File: config.mk
export PLATFORM = sky130hd
export DESIGN_NAME = vending_ctrl_param_flat
export DESIGN_NICKNAME = d
export VERILOG_FILES = /design/src/rtl/vending_pkg.sv /design/src/rtl/vending_ctrl_param_if.sv /design/src/rtl/vending_change_gen.sv /design/src/rtl/vending_ctrl_param.sv /design/src/flat_wrapper.sv
export SDC_FILE = /design/constraint.sdc
export NUM_CORES = 1
export LEC_CHECK = 0
export BUFFER_PORTS_ARGS = -buffer_cell sky130_fd_sc_hd__buf_4
export CORE_UTILIZATION = 30
export CTS_CLUSTER_DIAMETER = 60
export DETAILED_ROUTE_END_ITERATION = 6
export MAX_ROUTING_LAYER = met4
export PLACE_DENSITY = 0.56
export SYNTH_ARGS = -nofsm -noshare
export SYNTH_HDL_FRONTEND = slang
export SYNTH_SLANG_ARGS = --single-unit
File: constraint.sdc
create_clock -name clk -period 2.3 [get_ports clk]
set_clock_uncertainty 0.05 [all_clocks]
set_input_delay 0.575 -clock clk [delete_from_list [all_inputs] [get_ports clk]]
set_output_delay 0.575 -clock clk [all_outputs]
set_load 0.1 [all_outputs]
File: src/rtl/vending_pkg.sv
// Shared encodings for the vending controller: FSM states, coin codes, change codes.
package vending_pkg;

  typedef enum logic [1:0] {
    IDLE     = 2'b00,
    COLLECT  = 2'b01,
    DISPENSE = 2'b10,
    CHANGE   = 2'b11
  } state_e;

  localparam logic [1:0] COIN_NONE = 2'b00;
  localparam logic [1:0] COIN_5    = 2'b01;
  localparam logic [1:0] COIN_10   = 2'b10;
  localparam logic [1:0] COIN_20   = 2'b11;

  localparam logic [1:0] CHG_NONE = 2'b00;
  localparam logic [1:0] CHG_5    = 2'b01;
  localparam logic [1:0] CHG_10   = 2'b10;

  // Coin code to value in 5-rs units.
  function automatic logic [2:0] coin_units(input logic [1:0] coin);
    logic [2:0] units;
    case (coin)
      COIN_5:  units = 3'd1;
      COIN_10: units = 3'd2;
      COIN_20: units = 3'd4;
      default: units = 3'd0;
    endcase
    return units;
  endfunction

endpackage

File: src/rtl/vending_ctrl_param_if.sv
// User/dispenser-facing signal bundle of the vending controller.
interface vending_ctrl_param_if #(
  parameter int unsigned CREDIT_W = 5
) ();

  logic [1:0]          in;
  logic                cancel;
  logic                vend_ack;
  logic                out;
  logic [1:0]          change;
  logic                reject;
  logic [CREDIT_W-1:0] credit;
  logic                busy;

  modport master (
    output in, cancel, vend_ack,
    input  out, change, reject, credit, busy
  );

  modport slave (
    input  in, cancel, vend_ack,
    output out, change, reject, credit, busy
  );

endinterface

File: src/rtl/vending_change_gen.sv
// Picks the largest returnable coin for the remaining credit and how much it removes.
module vending_change_gen
  import vending_pkg::*;
#(
  parameter int unsigned CREDIT_W = 5
) (
  input  logic [CREDIT_W-1:0] credit,
  output logic [1:0]          change_c,
  output logic [1:0]          dec_c
);

  always_comb begin
    change_c = CHG_NONE;
    dec_c    = 2'd0;
    if (credit >= CREDIT_W'(2)) begin
      change_c = CHG_10;
      dec_c    = 2'd2;
    end else if (credit == CREDIT_W'(1)) begin
      change_c = CHG_5;
      dec_c    = 2'd1;
    end
  end

endmodule

File: src/rtl/vending_ctrl_param.sv
// Coin-operated vending controller: collects credit, requests dispense at PRICE,
// refunds leftover credit one coin per cycle. All outputs are registered.
module vending_ctrl_param
  import vending_pkg::*;
#(
  parameter int unsigned CREDIT_W   = 5,
  parameter int unsigned PRICE      = 3,
  parameter int unsigned MAX_CREDIT = 8
) (
  input logic                 clk,
  input logic                 rst,
  vending_ctrl_param_if.slave bus
);

  // One extra bit so credit + coin can never wrap before the ceiling check.
  localparam int unsigned SUM_W = CREDIT_W + 1;

  state_e              state_q, state_d;
  logic [CREDIT_W-1:0] credit_q, credit_d;
  logic                out_q, out_d;
  logic [1:0]          change_q, change_d;
  logic                reject_q, reject_d;
  logic                busy_q, busy_d;

  logic [SUM_W-1:0]    sum;
  logic                coin_valid;
  logic [1:0]          gen_change;
  logic [1:0]          gen_dec;

  vending_change_gen #(
    .CREDIT_W (CREDIT_W)
  ) u_change_gen (
    .credit   (credit_q),
    .change_c (gen_change),
    .dec_c    (gen_dec)
  );

  assign coin_valid = (bus.in != COIN_NONE);
  assign sum        = SUM_W'(credit_q) + SUM_W'(coin_units(bus.in));

  always_comb begin
    state_d  = state_q;
    credit_d = credit_q;
    change_d = CHG_NONE;
    reject_d = 1'b0;
    case (state_q)
      IDLE, COLLECT: begin
        // Cancel wins over a coin offered in the same cycle.
        if (bus.cancel) begin
          reject_d = coin_valid;
          state_d  = (credit_q != '0) ? CHANGE : IDLE;
        end else if (coin_valid) begin
          if (sum > SUM_W'(MAX_CREDIT)) begin
            reject_d = 1'b1;
          end else if (sum >= SUM_W'(PRICE)) begin
            credit_d = CREDIT_W'(sum - SUM_W'(PRICE));
            state_d  = DISPENSE;
          end else begin
            credit_d = CREDIT_W'(sum);
            state_d  = COLLECT;
          end
        end
      end
      DISPENSE: begin
        reject_d = coin_valid;
        if (bus.vend_ack) begin
          state_d = (credit_q != '0) ? CHANGE : IDLE;
        end
      end
      CHANGE: begin
        reject_d = coin_valid;
        if (gen_dec == 2'd0) begin
          state_d = IDLE;
        end else begin
          change_d = gen_change;
          credit_d = credit_q - CREDIT_W'(gen_dec);
        end
      end
      default: state_d = IDLE;
    endcase
    out_d  = (state_d == DISPENSE);
    busy_d = (state_d == DISPENSE) || (state_d == CHANGE);
  end

  always_ff @(posedge clk or posedge rst) begin
    if (rst) begin
      state_q  <= IDLE;
      credit_q <= '0;
      out_q    <= 1'b0;
      change_q <= CHG_NONE;
      reject_q <= 1'b0;
      busy_q   <= 1'b0;
    end else begin
      state_q  <= state_d;
      credit_q <= credit_d;
      out_q    <= out_d;
      change_q <= change_d;
      reject_q <= reject_d;
      busy_q   <= busy_d;
    end
  end

  assign bus.out    = out_q;
  assign bus.change = change_q;
  assign bus.reject = reject_q;
  assign bus.credit = credit_q;
  assign bus.busy   = busy_q;

endmodule

File: src/flat_wrapper.sv
// flat-port wrapper written by rule: the top's interface ports become plain ports
module vending_ctrl_param_flat import vending_pkg::*;
#(
  parameter int unsigned CREDIT_W   = 5,
  parameter int unsigned PRICE      = 3,
  parameter int unsigned MAX_CREDIT = 8
)
  (clk, rst, bus_in, bus_cancel, bus_vend_ack, bus_out, bus_change, bus_reject, bus_credit, bus_busy);
  vending_ctrl_param_if #(.CREDIT_W(CREDIT_W)) bus_i ();
  input logic clk;
  input logic rst;
  input wire logic [$bits(bus_i.in)-1:0] bus_in;
  input wire logic [$bits(bus_i.cancel)-1:0] bus_cancel;
  input wire logic [$bits(bus_i.vend_ack)-1:0] bus_vend_ack;
  output wire logic [$bits(bus_i.out)-1:0] bus_out;
  output wire logic [$bits(bus_i.change)-1:0] bus_change;
  output wire logic [$bits(bus_i.reject)-1:0] bus_reject;
  output wire logic [$bits(bus_i.credit)-1:0] bus_credit;
  output wire logic [$bits(bus_i.busy)-1:0] bus_busy;
  assign bus_i.in = bus_in;
  assign bus_i.cancel = bus_cancel;
  assign bus_i.vend_ack = bus_vend_ack;
  assign bus_out = bus_i.out;
  assign bus_change = bus_i.change;
  assign bus_reject = bus_i.reject;
  assign bus_credit = bus_i.credit;
  assign bus_busy = bus_i.busy;
  vending_ctrl_param #(.CREDIT_W(CREDIT_W), .PRICE(PRICE), .MAX_CREDIT(MAX_CREDIT)) u_core (.clk(clk), .rst(rst), .bus(bus_i));
endmodule
==> summary.md <==
| Metric | Value |
|---|---|
| Final net count | 194 |
| Synth cell types | 46 |
| Initial core utilization | 32.2% |
| Minimum clock period after layout | 2.59 ns |
| Crit start category | input pin |
| Top cell type's share of synthesized area | 27.1% |
| Multi-input logic area | 926 um2 |
| Critical path arrival | 2.68 ns |
| Post-Place Cell Area | 1580 um2 |
| Critical Path Max Stage Delay | 0.47 ns |
| Cell taking the most area after synthesis | dfrtp_1 |
| RSZ-0062 raised after global routing | yes |
| Drt pass-1 iters | 4 |
| Final worst slack | -0.291 ns |
| Final design area excluding fillers | 1780 um2 |
| Slack of the worst reg-to-reg path | -0.25 ns |
| Critical Path End Type | flop |
| Die X | 62.8 um |
| Most frequent cells after synthesis | nor2_1, dfrtp_1, inv_1 |
| FF/Latch Area | 317 um2 |
| Synthesis-to-finish area growth | 60.1% |
| DP HPWL | 2410 um |
| Crit path kind | in2reg |
| Synthesized flop and latch total | 12 |
| First-pass GRT wire length | 5070 um |
| Antenna cells | 0 |
| GRT Resource Usage Total | 16.6% |
| Gate Count Post-Synth | 133 |
| Seq/Total Area, Yosys | 27.1% |
| Slew Viols, Final | 0 |
| Fmax | 0.386 GHz |
| Core Area | 3440 um2 |
| Largest net degree at the start of global routing | 21 |
| Outcome | complete, but fails checks |
| Crit share post-route | 113% |
| Gr ovfl total | 0 |
| Worst Tran Pin Value | 0.475 ns |
| Vias in the first global route | 1141 |
| DRC violations left | 0 |
| Die area | 3950 um2 |
| Yosys warning total | 0 |
| Most frequent cell after synthesis | nor2_1 |
| CTS H-tree depth | 1 |
| Placement Rows | 21 |
| Final setup viols | 10 |
| Hold-fix buffers at CTS | 0 |
| Die Span Y | 62.8 um |
| Post-DRT Antenna Nets | 0 |
| TritonCTS clock tree | yes |
| Top post-synthesis cells by area | dfrtp_1, ha_1, nor2_1, inv_1, fa_1 |
| Worst Path Max Fanout | 8 |
| Crit-path cells | buf_6 > nor2b_4 > ha_4 > inv_2 > fa_2 > ha_4 > a22o_1 > a211oi_4 > o31a_4 > a211oi_2 > a21o_1 |
| CTS root buffer | clkbuf_8 |
| Fillers | 310 |
| Post-DR vias/cell | 5.24 |
| Clock latency on the worst-skew pair | 0.24 ns |
| Syn_nets | 148 |
| Initial detailed-routing violation count | 70 |
| CTS clock-pin slew for the worst setup and hold paths | 0.06 ns |
| Rel. slew slack | 68.3% |
| Synth Flop Type | dfrtp_1 |
| Async SR Flop Fraction | 100% |
| Final hold vios | 0 |
| Number of buffers created by CTS | 3 |
| IO Count | 16 |
| Vias | 1174 |
| Layout cells sized above 1 | 51.7% |
| Syn Area/Cell | 8.34 um2 |
| Slowest CP cell | fa_2 |
| CTS Sinks | 12 |
| Antenna violations before repair | 0 |
| Routability cong. | 0.835 |
| Wire per inst | 13.8 um |
| Failing checks | setup timing |
| WP data required | 2.39 ns |
| Netlist Area Pre-Place | 1110 um2 |
| EDFF count, synth | 0 |
| Total Wirelength | 3100 um |
| I/O Buffers | 15 |
| Post-CTS Setup Bufs | 0 |
| Most frequent CP cell | ha_4 |
| Clock Path Buffers | 2 |
| MaxCap Viol Count | 0 |
| Worst slack, placed | -0.632 ns |
| Worst Hold Class | in2async |
-- cells by family (layout without fill, tap and decap cells) --
logic type	count (synthesis)	count (layout)	share of synthesized area, %
and+or+nand+nor	51	51	23.9
AOI/OAI and AO/OA	38	38	26.5
buffers and inverters	18	63	6.76
DFF	12	12	27.1
adders and majority gates	9	9	11.5
muxes	3	3	2.71
xor gates and xnor gates	2	2	1.58
-- metal layers --
layer	wire length (um)	global-route usage, %	vias to the layer above
li1	-	-	567
met1	1410	20.2	572
met2	1540	28.0	29
met3	85	1.64	6
met4	59	6.40	0
met5	0	-	-
-- sequential cells by signal, indices dropped and copies added, names as in the netlist --
name,cells
u_core.bus.busy,1
u_core.bus.change,2
u_core.bus.credit,5
u_core.bus.out,1
u_core.bus.reject,1
u_core.state_q,2
-- layout by cell type (no fill, tap or decap), types with 2 or more instances in the layout --
cell type / n
a21oi_1: 6
dfrtp_1: 7
fa_2: 2
a211oi_4: 2
o22ai_1: 2
a211oi_2: 3
inv_2: 2
ha_4: 2
buf_4: 44
nand2_1: 8
a21bo_2: 2
nor4_4: 3
nor3_1: 3
and2_1: 2
o21ai_0: 3
mux2i_1: 3
clkbuf_8: 4
nor4_1: 2
a2bb2oi_2: 2
xnor2_1: 2
dfrtp_4: 4
ha_1: 4
nor2_1: 17
inv_1: 10
-- metrics by stage --
step                utilization, %  setup TNS, ns  cells  hold slack (ns)
global route                  51.6          -3.04    224            0.343
CTS                           48.7          -2.58    224            0.310
floorplan                        -          -2.61    133            0.390
global placement              45.8          -4.34    220            0.527
finish                        51.6          -2.11    224            0.296
detailed placement            45.8          -5.37    220            0.528
-- worst paths after layout --
check,end,depth (start not counted),start
max in group asynchronous,u_core.bus.credit[2],2,rst
worst min-delay path,u_core.bus.credit[3],2,rst
worst max register to register,u_core.bus.credit[1],9,u_core.bus.credit[0]
min in group clk,u_core.bus.credit[1],1,u_core.bus.credit[1]
worst max-delay path,u_core.bus.credit[1],11,bus_in[0]
worst min register to register,u_core.bus.credit[1],1,u_core.bus.credit[1]
-- worst max-delay path, delay by kind of cell --
family | cells | cell delay [ns]
compound gates | 5 | 1.01
fa+ha+maj | 3 | 0.82
buf+inv | 2 | 0.14
simple gates | 1 | 0.12
-- timing repair --
| action | CTS | global route |
|---|---|---|
| pin swaps | 7 | 7 |
| resized for setup | 9 | 17 |
| gates cloned | 0 | 0 |
| setup endpoints to repair | 10 | 10 |
-- final cells by class --
cell class | instances | share of cell area, %
well taps | 46 | 3.24
clock buffers | 4 | 3.10
inverters | 12 | 2.54
repair buffers | 47 | 21.2
multi-input cells | 103 | 52.1
flip-flops and latches | 12 | 17.8
Power is not shown: default switching activity piles up to over one toggle a cycle in this logic, so the estimate is an artifact.
